--- src/rtl/coreaxitoahbl_pkg.sv ---
// rtl/coreaxitoahbl_pkg.sv - burst/state encodings and descriptor normalisation helpers for the write-strobe generator
package coreaxitoahbl_pkg;

    typedef enum logic [1:0] {
        BURST_FIXED = 2'b00,
        BURST_INCR  = 2'b01,
        BURST_WRAP  = 2'b10
    } burst_e;

    typedef enum logic {
        IDLE  = 1'b0,
        BURST = 1'b1
    } state_e;

    // log2 of the default 8-lane strobe; narrower builds derive their own index width
    localparam int STRB_IDX_W = 3;

    function automatic logic [2:0] clampSize(input logic [2:0] size, input logic [2:0] maxSize);
        return (size > maxSize) ? maxSize : size;
    endfunction

    // Reserved burst type and non-power-of-two wrap lengths fall back to INCR
    function automatic burst_e normBurst(input logic [1:0] burst, input logic [7:0] len);
        case (burst)
            2'b00:   return BURST_FIXED;
            2'b10:   return (len == 8'd1 || len == 8'd3 || len == 8'd7 || len == 8'd15)
                            ? BURST_WRAP : BURST_INCR;
            default: return BURST_INCR;
        endcase
    endfunction

endpackage

--- src/rtl/coreaxitoahbl_wstrb_gen_if.sv ---
// rtl/coreaxitoahbl_wstrb_gen_if.sv - descriptor/beat bus; COREAXITOAHBL_WSTRB_CHECK_EN adds WSTRBIn/strbErr
interface coreaxitoahbl_wstrb_gen_if #(
    parameter int AXI_STRBWIDTH = 8
);
    logic                     cmdValid;
    logic                     cmdReady;
    logic [11:0]              cmdAddr;
    logic [7:0]               cmdLen;
    logic [2:0]               cmdSize;
    logic [1:0]               cmdBurst;
    logic                     strbValid;
    logic                     strbReady;
    logic [AXI_STRBWIDTH-1:0] strbOut;
    logic [2:0]               strbAddrOffset;
    logic                     strbLast;
`ifdef COREAXITOAHBL_WSTRB_CHECK_EN
    logic [AXI_STRBWIDTH-1:0] WSTRBIn;
    logic                     strbErr;

    modport master (
        output cmdValid, cmdAddr, cmdLen, cmdSize, cmdBurst, strbReady, WSTRBIn,
        input  cmdReady, strbValid, strbOut, strbAddrOffset, strbLast, strbErr
    );
    modport slave (
        input  cmdValid, cmdAddr, cmdLen, cmdSize, cmdBurst, strbReady, WSTRBIn,
        output cmdReady, strbValid, strbOut, strbAddrOffset, strbLast, strbErr
    );
`else
    modport master (
        output cmdValid, cmdAddr, cmdLen, cmdSize, cmdBurst, strbReady,
        input  cmdReady, strbValid, strbOut, strbAddrOffset, strbLast
    );
    modport slave (
        input  cmdValid, cmdAddr, cmdLen, cmdSize, cmdBurst, strbReady,
        output cmdReady, strbValid, strbOut, strbAddrOffset, strbLast
    );
`endif
endinterface

--- src/rtl/coreaxitoahbl_lane_mask.sv ---
// rtl/coreaxitoahbl_lane_mask.sv - combinational lane mask and lowest-lane offset from address low bits and size
module coreaxitoahbl_lane_mask #(
    parameter int AXI_STRBWIDTH = 8
) (
    input  logic [$clog2(AXI_STRBWIDTH)-1:0] addrLo,
    input  logic [2:0]                       size,
    output logic [AXI_STRBWIDTH-1:0]         strb,
    output logic [2:0]                       offset
);
    localparam int IDX_W = $clog2(AXI_STRBWIDTH);

    logic [IDX_W-1:0] lastLane;

    // Enabled lanes run from the address lane up to the end of its size-aligned container
    always_comb begin
        lastLane = addrLo | IDX_W'((32'd1 << size) - 32'd1);
        for (int i = 0; i < AXI_STRBWIDTH; i++) begin
            strb[i] = (IDX_W'(i) >= addrLo) && (IDX_W'(i) <= lastLane);
        end
        offset = 3'(addrLo);
    end
endmodule

--- src/rtl/coreaxitoahbl_wstrb_gen.sv ---
// rtl/coreaxitoahbl_wstrb_gen.sv - per-beat WSTRB/offset/last generator; COREAXITOAHBL_WSTRB_CHECK_EN adds a strobe checker
module coreaxitoahbl_wstrb_gen
    import coreaxitoahbl_pkg::*;
#(
    parameter int AXI_DWIDTH    = 64,
    parameter int AXI_STRBWIDTH = AXI_DWIDTH / 8
) (
    input  logic                      ACLK,
    input  logic                      ARESETn,
    coreaxitoahbl_wstrb_gen_if.slave  bus
);
    localparam int         IDX_W    = $clog2(AXI_STRBWIDTH);
    localparam logic [2:0] MAX_SIZE = 3'(IDX_W);

    state_e                   state, stateN;
    logic [11:0]              addrQ, addrN, nextAddr, incr, aligned, wrapMask;
    logic [7:0]               lenQ, lenN, beatCnt, beatCntN;
    logic [2:0]               sizeQ, sizeN, maskSize, offQ, offN, laneOff;
    burst_e                   burstQ, burstN;
    logic                     cmdReadyQ, cmdReadyN, validQ, validN, lastQ, lastN;
    logic [AXI_STRBWIDTH-1:0] strbQ, strbN, laneMask;
    logic [IDX_W-1:0]         maskLo;
    logic                     accept, beatTaken;

    assign accept    = (state == IDLE) && bus.cmdValid && cmdReadyQ;
    assign beatTaken = (state == BURST) && bus.strbReady;

    always_comb begin
        incr     = 12'd1 << sizeQ;
        aligned  = addrQ & ~(incr - 12'd1);
        wrapMask = (({4'd0, lenQ} + 12'd1) << sizeQ) - 12'd1;
        case (burstQ)
            BURST_FIXED: nextAddr = addrQ;
            BURST_WRAP:  nextAddr = (addrQ & ~wrapMask) | ((aligned + incr) & wrapMask);
            default:     nextAddr = aligned + incr;
        endcase
    end

    coreaxitoahbl_lane_mask #(.AXI_STRBWIDTH(AXI_STRBWIDTH)) uLaneMask (
        .addrLo (maskLo),
        .size   (maskSize),
        .strb   (laneMask),
        .offset (laneOff)
    );

    always_comb begin
        stateN    = state;
        addrN     = addrQ;
        lenN      = lenQ;
        sizeN     = sizeQ;
        burstN    = burstQ;
        beatCntN  = beatCnt;
        cmdReadyN = cmdReadyQ;
        validN    = validQ;
        lastN     = lastQ;
        strbN     = strbQ;
        offN      = offQ;
        maskLo    = nextAddr[IDX_W-1:0];
        maskSize  = sizeQ;
        case (state)
            IDLE: begin
                cmdReadyN = 1'b1;
                maskLo    = bus.cmdAddr[IDX_W-1:0];
                maskSize  = clampSize(bus.cmdSize, MAX_SIZE);
                if (accept) begin
                    stateN    = BURST;
                    addrN     = bus.cmdAddr;
                    lenN      = bus.cmdLen;
                    sizeN     = maskSize;
                    burstN    = normBurst(bus.cmdBurst, bus.cmdLen);
                    beatCntN  = bus.cmdLen;
                    cmdReadyN = 1'b0;
                    validN    = 1'b1;
                    lastN     = (bus.cmdLen == 8'd0);
                    strbN     = laneMask;
                    offN      = laneOff;
                end
            end
            BURST: begin
                // Next beat is loaded on the same edge that retires the current one
                if (beatTaken) begin
                    if (beatCnt != 8'd0) begin
                        addrN    = nextAddr;
                        beatCntN = beatCnt - 8'd1;
                        lastN    = (beatCnt == 8'd1);
                        strbN    = laneMask;
                        offN     = laneOff;
                    end else begin
                        stateN    = IDLE;
                        validN    = 1'b0;
                        cmdReadyN = 1'b1;
                        lastN     = 1'b0;
                        strbN     = '0;
                        offN      = '0;
                    end
                end
            end
            default: stateN = IDLE;
        endcase
    end

    always_ff @(posedge ACLK or negedge ARESETn) begin
        if (!ARESETn) begin
            state     <= IDLE;
            addrQ     <= '0;
            lenQ      <= '0;
            sizeQ     <= '0;
            burstQ    <= BURST_FIXED;
            beatCnt   <= '0;
            cmdReadyQ <= 1'b0;
            validQ    <= 1'b0;
            lastQ     <= 1'b0;
            strbQ     <= '0;
            offQ      <= '0;
        end else begin
            state     <= stateN;
            addrQ     <= addrN;
            lenQ      <= lenN;
            sizeQ     <= sizeN;
            burstQ    <= burstN;
            beatCnt   <= beatCntN;
            cmdReadyQ <= cmdReadyN;
            validQ    <= validN;
            lastQ     <= lastN;
            strbQ     <= strbN;
            offQ      <= offN;
        end
    end

    assign bus.cmdReady       = cmdReadyQ;
    assign bus.strbValid      = validQ;
    assign bus.strbOut        = strbQ;
    assign bus.strbAddrOffset = offQ;
    assign bus.strbLast       = lastQ;

`ifdef COREAXITOAHBL_WSTRB_CHECK_EN
    logic strbErrQ;

    // Fewer lanes than expected is legal; only lanes outside the expected mask flag an error
    always_ff @(posedge ACLK or negedge ARESETn) begin
        if (!ARESETn) begin
            strbErrQ <= 1'b0;
        end else if (accept) begin
            strbErrQ <= 1'b0;
        end else if (beatTaken && |(bus.WSTRBIn & ~strbQ)) begin
            strbErrQ <= 1'b1;
        end
    end

    assign bus.strbErr = strbErrQ;
`endif
endmodule

--- src/flat_wrapper.sv ---
// flat-port wrapper written by rule: the top's interface ports become plain ports
module coreaxitoahbl_wstrb_gen_flat import coreaxitoahbl_pkg::*;
#(
    parameter int AXI_DWIDTH    = 64,
    parameter int AXI_STRBWIDTH = AXI_DWIDTH / 8
)
  (ACLK, ARESETn, bus_cmdValid, bus_cmdAddr, bus_cmdLen, bus_cmdSize, bus_cmdBurst, bus_strbReady, bus_cmdReady, bus_strbValid, bus_strbOut, bus_strbAddrOffset, bus_strbLast);
  coreaxitoahbl_wstrb_gen_if #(.AXI_STRBWIDTH(AXI_STRBWIDTH)) bus_i ();
  input  logic ACLK;
  input  logic ARESETn;
  input wire logic [$bits(bus_i.cmdValid)-1:0] bus_cmdValid;
  input wire logic [$bits(bus_i.cmdAddr)-1:0] bus_cmdAddr;
  input wire logic [$bits(bus_i.cmdLen)-1:0] bus_cmdLen;
  input wire logic [$bits(bus_i.cmdSize)-1:0] bus_cmdSize;
  input wire logic [$bits(bus_i.cmdBurst)-1:0] bus_cmdBurst;
  input wire logic [$bits(bus_i.strbReady)-1:0] bus_strbReady;
  output wire logic [$bits(bus_i.cmdReady)-1:0] bus_cmdReady;
  output wire logic [$bits(bus_i.strbValid)-1:0] bus_strbValid;
  output wire logic [$bits(bus_i.strbOut)-1:0] bus_strbOut;
  output wire logic [$bits(bus_i.strbAddrOffset)-1:0] bus_strbAddrOffset;
  output wire logic [$bits(bus_i.strbLast)-1:0] bus_strbLast;
  assign bus_i.cmdValid = bus_cmdValid;
  assign bus_i.cmdAddr = bus_cmdAddr;
  assign bus_i.cmdLen = bus_cmdLen;
  assign bus_i.cmdSize = bus_cmdSize;
  assign bus_i.cmdBurst = bus_cmdBurst;
  assign bus_i.strbReady = bus_strbReady;
  assign bus_cmdReady = bus_i.cmdReady;
  assign bus_strbValid = bus_i.strbValid;
  assign bus_strbOut = bus_i.strbOut;
  assign bus_strbAddrOffset = bus_i.strbAddrOffset;
  assign bus_strbLast = bus_i.strbLast;
  coreaxitoahbl_wstrb_gen #(.AXI_DWIDTH(AXI_DWIDTH), .AXI_STRBWIDTH(AXI_STRBWIDTH)) u_core (.ACLK(ACLK), .ARESETn(ARESETn), .bus(bus_i));
endmodule
--- config.mk ---
export PLATFORM = sky130hd
export DESIGN_NAME = coreaxitoahbl_wstrb_gen_flat
export DESIGN_NICKNAME = d
export VERILOG_FILES = /design/src/rtl/coreaxitoahbl_pkg.sv /design/src/rtl/coreaxitoahbl_wstrb_gen_if.sv /design/src/rtl/coreaxitoahbl_lane_mask.sv /design/src/rtl/coreaxitoahbl_wstrb_gen.sv /design/src/flat_wrapper.sv
export SDC_FILE = /design/constraint.sdc
export NUM_CORES = 1
export LEC_CHECK = 0
export CORE_MARGIN = 5
export CORE_UTILIZATION = 46
export DETAILED_ROUTE_END_ITERATION = 7
export GPL_ROUTABILITY_DRIVEN = 1
export PLACE_DENSITY_LB_ADDON = 0.15
export SYNTH_ARGS = -nofsm -noshare
export SYNTH_HDL_FRONTEND = slang
export SYNTH_SLANG_ARGS = --single-unit
--- constraint.sdc ---
create_clock -name ACLK -period 2.8 [get_ports ACLK]
set_input_delay 0.84 -clock ACLK [delete_from_list [all_inputs] [get_ports ACLK]]
set_output_delay 0.84 -clock ACLK [all_outputs]
set_load 0.05 [all_outputs]
### Yosys cells after proc, flatten, opt, wreduce, memory -nomap -nowiden

Cells that the tools add are included.

* bits in registers: 48
* input port bits: 29
* output and inout port bits: 14
* logic and storage cells: 120

* add/sub/neg operators: 6
* magnitude comparators: 17
* equality and inequality tests: 12
* shift-type cells: 3
* multiplexer cells: 38
* bitwise logic cells: 8
* reductions and logical operators: 24

Operators with widths (number)
* 2-to-1 mux 8 bit: 6
* one-hot mux 12 bit (2 select lines): 2
* bitwise AND 12 bit: 3
* 2-to-1 mux 12 bit: 3
* one-hot mux 8 bit (2 select lines): 2
* inverter 12 bit: 2
* subtractor 12 x 1 -> 12 bit, second input constant: 2
* 2-to-1 mux 3 bit: 6
* == test 8 x 1 -> 1 bit, second input constant: 2
* adder 12 bit: 1
* >= comparator 3 bit, first input constant: 4
* less-or-equal comparator 3 bit, first input constant: 4
* 2-to-1 mux 1 bit: 12
* OR 12 bit: 1
* << shifter 1 x 3 -> 12 bit, first input constant: 1
* << shifter 12 x 3 -> 12 bit: 1
* logical AND 1 bit: 11
* adder 8 x 1 -> 9 bit, second input constant: 1
* == test 8 x 2 -> 1 bit, second input constant: 1
* == test 8 x 3 -> 1 bit, second input constant: 1
* == test 8 x 4 -> 1 bit, second input constant: 1
* logical NOT 8 bit: 1
* inequality test 2 bit, second input constant: 4
* one-hot mux 1 bit (2 select lines): 4
* 21 further kinds: 32

### Depth between registers and ports, before layout

* depth after elaboration: 15
* mapped depth: 11
* mapped depth without buffers: 10

### By module

From an unflattened synthesis, not the netlist that was laid out.

* cells, all modules: 228
* area, all modules: 2124.5 um2

By module, submodules not included
* coreaxitoahbl_wstrb_gen: instances 1, cells an instance 202, area an instance 1916.8 um2, seq. area each 850.8 um2
* coreaxitoahbl_lane_mask: instances 1, cells an instance 26, area an instance 207.7 um2, seq. area each 0.0 um2

### Least setup slack after synthesis

No wires, ideal clock.

* path type: reg-to-reg
* start point: register u_core.sizeQ[1]
* end point: register u_core.strbQ[7] (netlist: u_core.bus.strbOut[7])
* library setup time: 122 ps
* arrival time: 2544 ps
* data required time: 2678 ps
* setup slack: 134 ps
* stages on the path, launching flop included: 10
* path buffers: 0
* clock period less this slack: 2666 ps
* cell sequence: dfrtp_1 > nor3_1 > inv_1 > ha_1 > a41oi_1 > xor2_1 > or4b_4 > a31oi_4 > a21oi_2 > a32o_1

* word-level cells in the longest chain between the ends: 15
* elaborated cells on any way between the ends: 24
* those cells by class: add/sub (4); order compare (2); shift (3); mux (7); bitwise (7); reduce/logical (1)

RTL lines
* start: declaration: line coreaxitoahbl_wstrb_gen.sv:18 `logic [2:0] sizeQ, sizeN, maskSize, offQ, offN, laneOff;`
* start signal: assignment: line coreaxitoahbl_wstrb_gen.sv:119 `sizeQ <= sizeN;`
* << shifter 1 x 3 -> 12 bit: line coreaxitoahbl_wstrb_gen.sv:29 `incr = 12'd1 << sizeQ;`
* subtractor 12 x 1 -> 12 bit: line coreaxitoahbl_wstrb_gen.sv:30 `aligned = addrQ & ~(incr - 12'd1);`
* inverter 12 bit: line coreaxitoahbl_wstrb_gen.sv:30
* bitwise AND 12 bit: line coreaxitoahbl_wstrb_gen.sv:30
* adder 12 bit: line coreaxitoahbl_wstrb_gen.sv:34, coreaxitoahbl_wstrb_gen.sv:35
* bitwise AND 12 bit: line coreaxitoahbl_wstrb_gen.sv:34 `BURST_WRAP: nextAddr = (addrQ & ~wrapMask) | ((aligned + incr) & wrapMask);`
* OR 12 bit: line coreaxitoahbl_wstrb_gen.sv:34
* one-hot mux 12 bit (2 select lines): line coreaxitoahbl_wstrb_gen.sv:32 `case (burstQ)`
* 2-to-1 mux 3 bit: line coreaxitoahbl_wstrb_gen.sv:60 `case (state)`
* OR 3 bit: line coreaxitoahbl_lane_mask.sv:16 `lastLane = addrLo | IDX_W'((32'd1 << size) - 32'd1);`
* less-or-equal comparator 3 bit: line coreaxitoahbl_lane_mask.sv:18 `strb[i] = (IDX_W'(i) >= addrLo) && (IDX_W'(i) <= lastLane);`
* logical AND 1 bit *: line coreaxitoahbl_lane_mask.sv:18
* 2-to-1 mux 8 bit: line coreaxitoahbl_wstrb_gen.sv:82 `if (beatCnt != 8'd0) begin`
* 2-to-1 mux 8 bit: line coreaxitoahbl_wstrb_gen.sv:81 `if (beatTaken) begin`
* one-hot mux 8 bit (2 select lines) *: line coreaxitoahbl_wstrb_gen.sv:60
* end signal: assignment: line coreaxitoahbl_wstrb_gen.sv:125 `strbQ <= strbN;`
* end: declaration: line coreaxitoahbl_wstrb_gen.sv:21 `logic [AXI_STRBWIDTH-1:0] strbQ, strbN, laneMask;`

Every way passes the cells marked *; elsewhere a longest branch is shown, timed or not. The select of a mux whose other input is x is not followed.
A chain may end at the register's enable or synchronous reset.

### Worst setup path after layout

* start point: register u_core.sizeQ[0]
* end point: register u_core.strbQ[6] (netlist: u_core.bus.strbOut[6])

Same word-level chain as after synthesis.

==> flow_summary_export.csv <==
group,metric,value,unit
critical_path,reg2reg_from,"u_core.sizeQ[0]$_DFFE_PN0P_",
placed_design,place_ws,-0.07753,ns
sta,drv_slew,0,
yosys,synth_edf_count,0,
sta,finClkSkew,0.003760,ns
layout,nFillCells,398,
route,initialDrtViolationCount,112,
global_route,grt_start_max_net_pins,35,
sta,worst_pin_slew,0.4911,ns
sta,setup_viol,0,
layout,layout_common_cells,"clkdlybuf4s50_1, dfrtp_1, nand2_1",
route,route.detailed.drc,0,
sta,max_freq,369.0,MHz
sta,grt_setup_unrepaired,"true",
yosys,synth_ff_type,"dfrtp_1",
critical_path,arrival,2.89,ns
clock_tree,clk_pin_slew,0.07,ns
yosys,synth_cells,224,
placed_design,dp_hpwl,3860,µm
clock_tree,numCtsBuffers,5,
route,detail-route-antenna-nets,0,
die,die-area,5809,µm²
power,max-vdd-ir-drop,743.4,µV
clock_tree,cts_tree,"yes",
yosys,synth.distinct_cells,48,
layout,stdcell_area,2638,µm²
clock_tree,root_buffer,"clkbuf_8",
layout,fin_nets,309,
yosys,synthesis.area,2017,µm²
clock_tree,cts_sinks,34,
clock_tree,postCtsHoldBufs,0,
clock_tree,cts_max_level,2,
layout,synthToLayoutAreaGrowth,30.77,%
die,initial_core_util,0.4697,
layout,final_common_cell,"clkdlybuf4s50_1",
critical_path,endpoint_kind,"register",
critical_path,crit_path_max_fanout,7,
die,placementRows,24,
yosys,yosysSeqAreaShare,0.4218,
route,routed_via_density,5.721,
power,p_per_area,1262,nW/µm²
global_route,grtUsageMet2,0.2748,
global_route,grt_overflow,0,
route,routedWlPerCell,16.00,µm
global_route,grt_use_total,0.1846,
yosys,syn-num-nets,260,
sta,fin_crit_sh,0.9678,
run_status,status,"completed",
global_route,use_met3,0.04492,
die,fp.dieW,76.22,µm
layout,num_antenna_cells,0,
critical_path,startpoint,"u_core.sizeQ[0]$_DFFE_PN0P_",
placed_design,numPlacedInstances,318,
sta,period_minus_slack,2.710,ns
die,die_h,76.22,µm
global_route,first_global_vias,1764,
route,vias,1865,
sta,finalWorstSetupSlack,0.09005,ns
global_route,use_met1,0.2644,
placed_design,place_congestion,0.8154,
critical_path,critical_path_class,"reg2reg",
layout,fin_cells,326,
run,maxCapViolCount,0,
critical_path,startpoint_type,"register",
sta,final.setup.tns,0,ns
hold_path,worstHoldPathType,"reg2reg",
sta,hold_viol,0,
global_route,antenna_found_initial,0,
clock_tree,cts_buffer_depth,2,
yosys,async_reset_ff_frac,1.000,
yosys,syn_avg_cell_area,9.004,µm²
sta,slew_headroom,0.6691,
critical_path,worst_ep_required_time,2.98,ns
yosys,ys_ff_latch,34,
placed_design,portBuffers,33,
route,drt_wl_total,5217,µm
clock_tree,clkLatencyLatePin,0.29,ns
global_route,grt_pass1_wl,8756,µm
route,drtPass1Iterations,4,
global_route,busiest_layer,"met2",
layout,drive_above_1_share,0.1496,
yosys,ys_warn_count,0,
die,ioPinCount,43,
placed_design,dpl_cell_area,2502,µm²
die,core_area,4294,µm²
hold_path,min_from,"u_core.bus.strbAddrOffset[2]$_DFFE_PN0P_",
power,p_leak,1.114,nW
[flip-flops by register name, summed over array words and instances (netlist names)]
name,cells
u_core.beatCnt,8
u_core.state,1
u_core.bus.cmdReady,1
u_core.bus.strbValid,1
u_core.bus.strbAddrOffset,3
u_core.bus.strbOut,8
u_core.burstQ,2
u_core.bus.strbLast,1
u_core.lenQ,3
u_core.sizeQ,3
u_core.addrQ,3
[per-stage QoR]
stage / hold WS (ns) / util / total power (W)
floorplan: 0.4497 / - / 0.002210
global placement: 0.4639 / 0.5828 / 0.002838
detailed placement: 0.4733 / 0.5828 / 0.002869
CTS: 0.4886 / 0.6040 / 0.003264
global route: 0.5110 / 0.6142 / 0.003606
finish: 0.4881 / 0.6142 / 0.003327
[area by class of cell]
cell class / instances / area, µm² / share of cell area
Inverter: 8 / 30.03 / 0.01139
Sequential cell: 34 / 853.3 / 0.3235
Clock buffer: 7 / 86.33 / 0.03273
Tap cell: 52 / 65.06 / 0.02467
Timing Repair Buffer: 50 / 457.9 / 0.1736
Clock inverter: 1 / 5.005 / 0.001898
Multi-Input combinational cell: 174 / 1140 / 0.4322
[synth_stat cells, types with 3 or more instances]
master,n,area [µm²]
and2_1,4,25.02
a21oi_1,14,70.07
nor3_1,7,35.03
ha_1,7,87.58
o21ai_0,18,90.09
xor2_1,4,35.03
inv_1,8,30.03
a21o_1,4,30.03
dfrtp_1,34,850.8
nor2b_1,4,25.02
a31oi_1,7,43.79
a32o_1,6,60.06
mux2i_1,3,30.03
o31ai_1,3,22.52
or4_1,3,22.52
nand3_1,5,25.02
buf_2,3,15.01
nand2_1,29,108.9
and3_1,3,18.77
nor2_1,19,71.32
clkbuf_1,4,15.01
[power by group]
group	switching, W	internal [W]	total [W]
Sequential	0.000234	0.000710	0.000945
Combinational	0.00113	0.000874	0.00200
Clock	0.000181	0.000198	0.000379
Total	0.00154	0.00178	0.00333
[routing by layer]
layer	up-vias	routed length, µm
met5	-	0
met4	0	63
met3	7	231
met2	41	2391
met1	887	2531
li1	930	-
[what timing repair did]
action	CTS	global route
setup endpoints to repair	0	10
resized for setup	0	12
setup buffers	0	0
[cell families after synthesis]
| logic type | share of synthesized area |
|---|---|
| muxes | 0.02047 |
| buffers and inverters | 0.03350 |
| AOI/OAI and AO/OA | 0.2463 |
| xor gates and xnor gates | 0.02171 |
| adders and majority gates | 0.04342 |
| and+or+nand+nor | 0.2128 |
| DFF | 0.4218 |
[critical path, stage by stage (launching register included)]
cell	delay (ns)
dfrtp_2	0.45
or4_4	0.56
ha_1	0.29
nor2b_1	0.05
or3b_2	0.47
a21oi_4	0.21
nor2_4	0.08
nor2_2	0.13
o21ai_1	0.09
a32o_1	0.28
[final timing paths]
kind,end,slack (ns),cells past startpoint
min in group asynchronous,u_core.burstQ[1]$_DFFE_PN0P_,0.96,2
worst max-delay path,u_core.bus.strbOut[6]$_DFFE_PN0P_,0.09,9
worst min register to register,u_core.bus.strbAddrOffset[2]$_DFFE_PN0P_,0.49,1
worst min-delay path,u_core.bus.strbAddrOffset[2]$_DFFE_PN0P_,0.49,1
worst max register to register,u_core.bus.strbOut[6]$_DFFE_PN0P_,0.09,9
max in group asynchronous,u_core.sizeQ[1]$_DFFE_PN0P_,1.50,2
(Power assumes the default switching activity.)
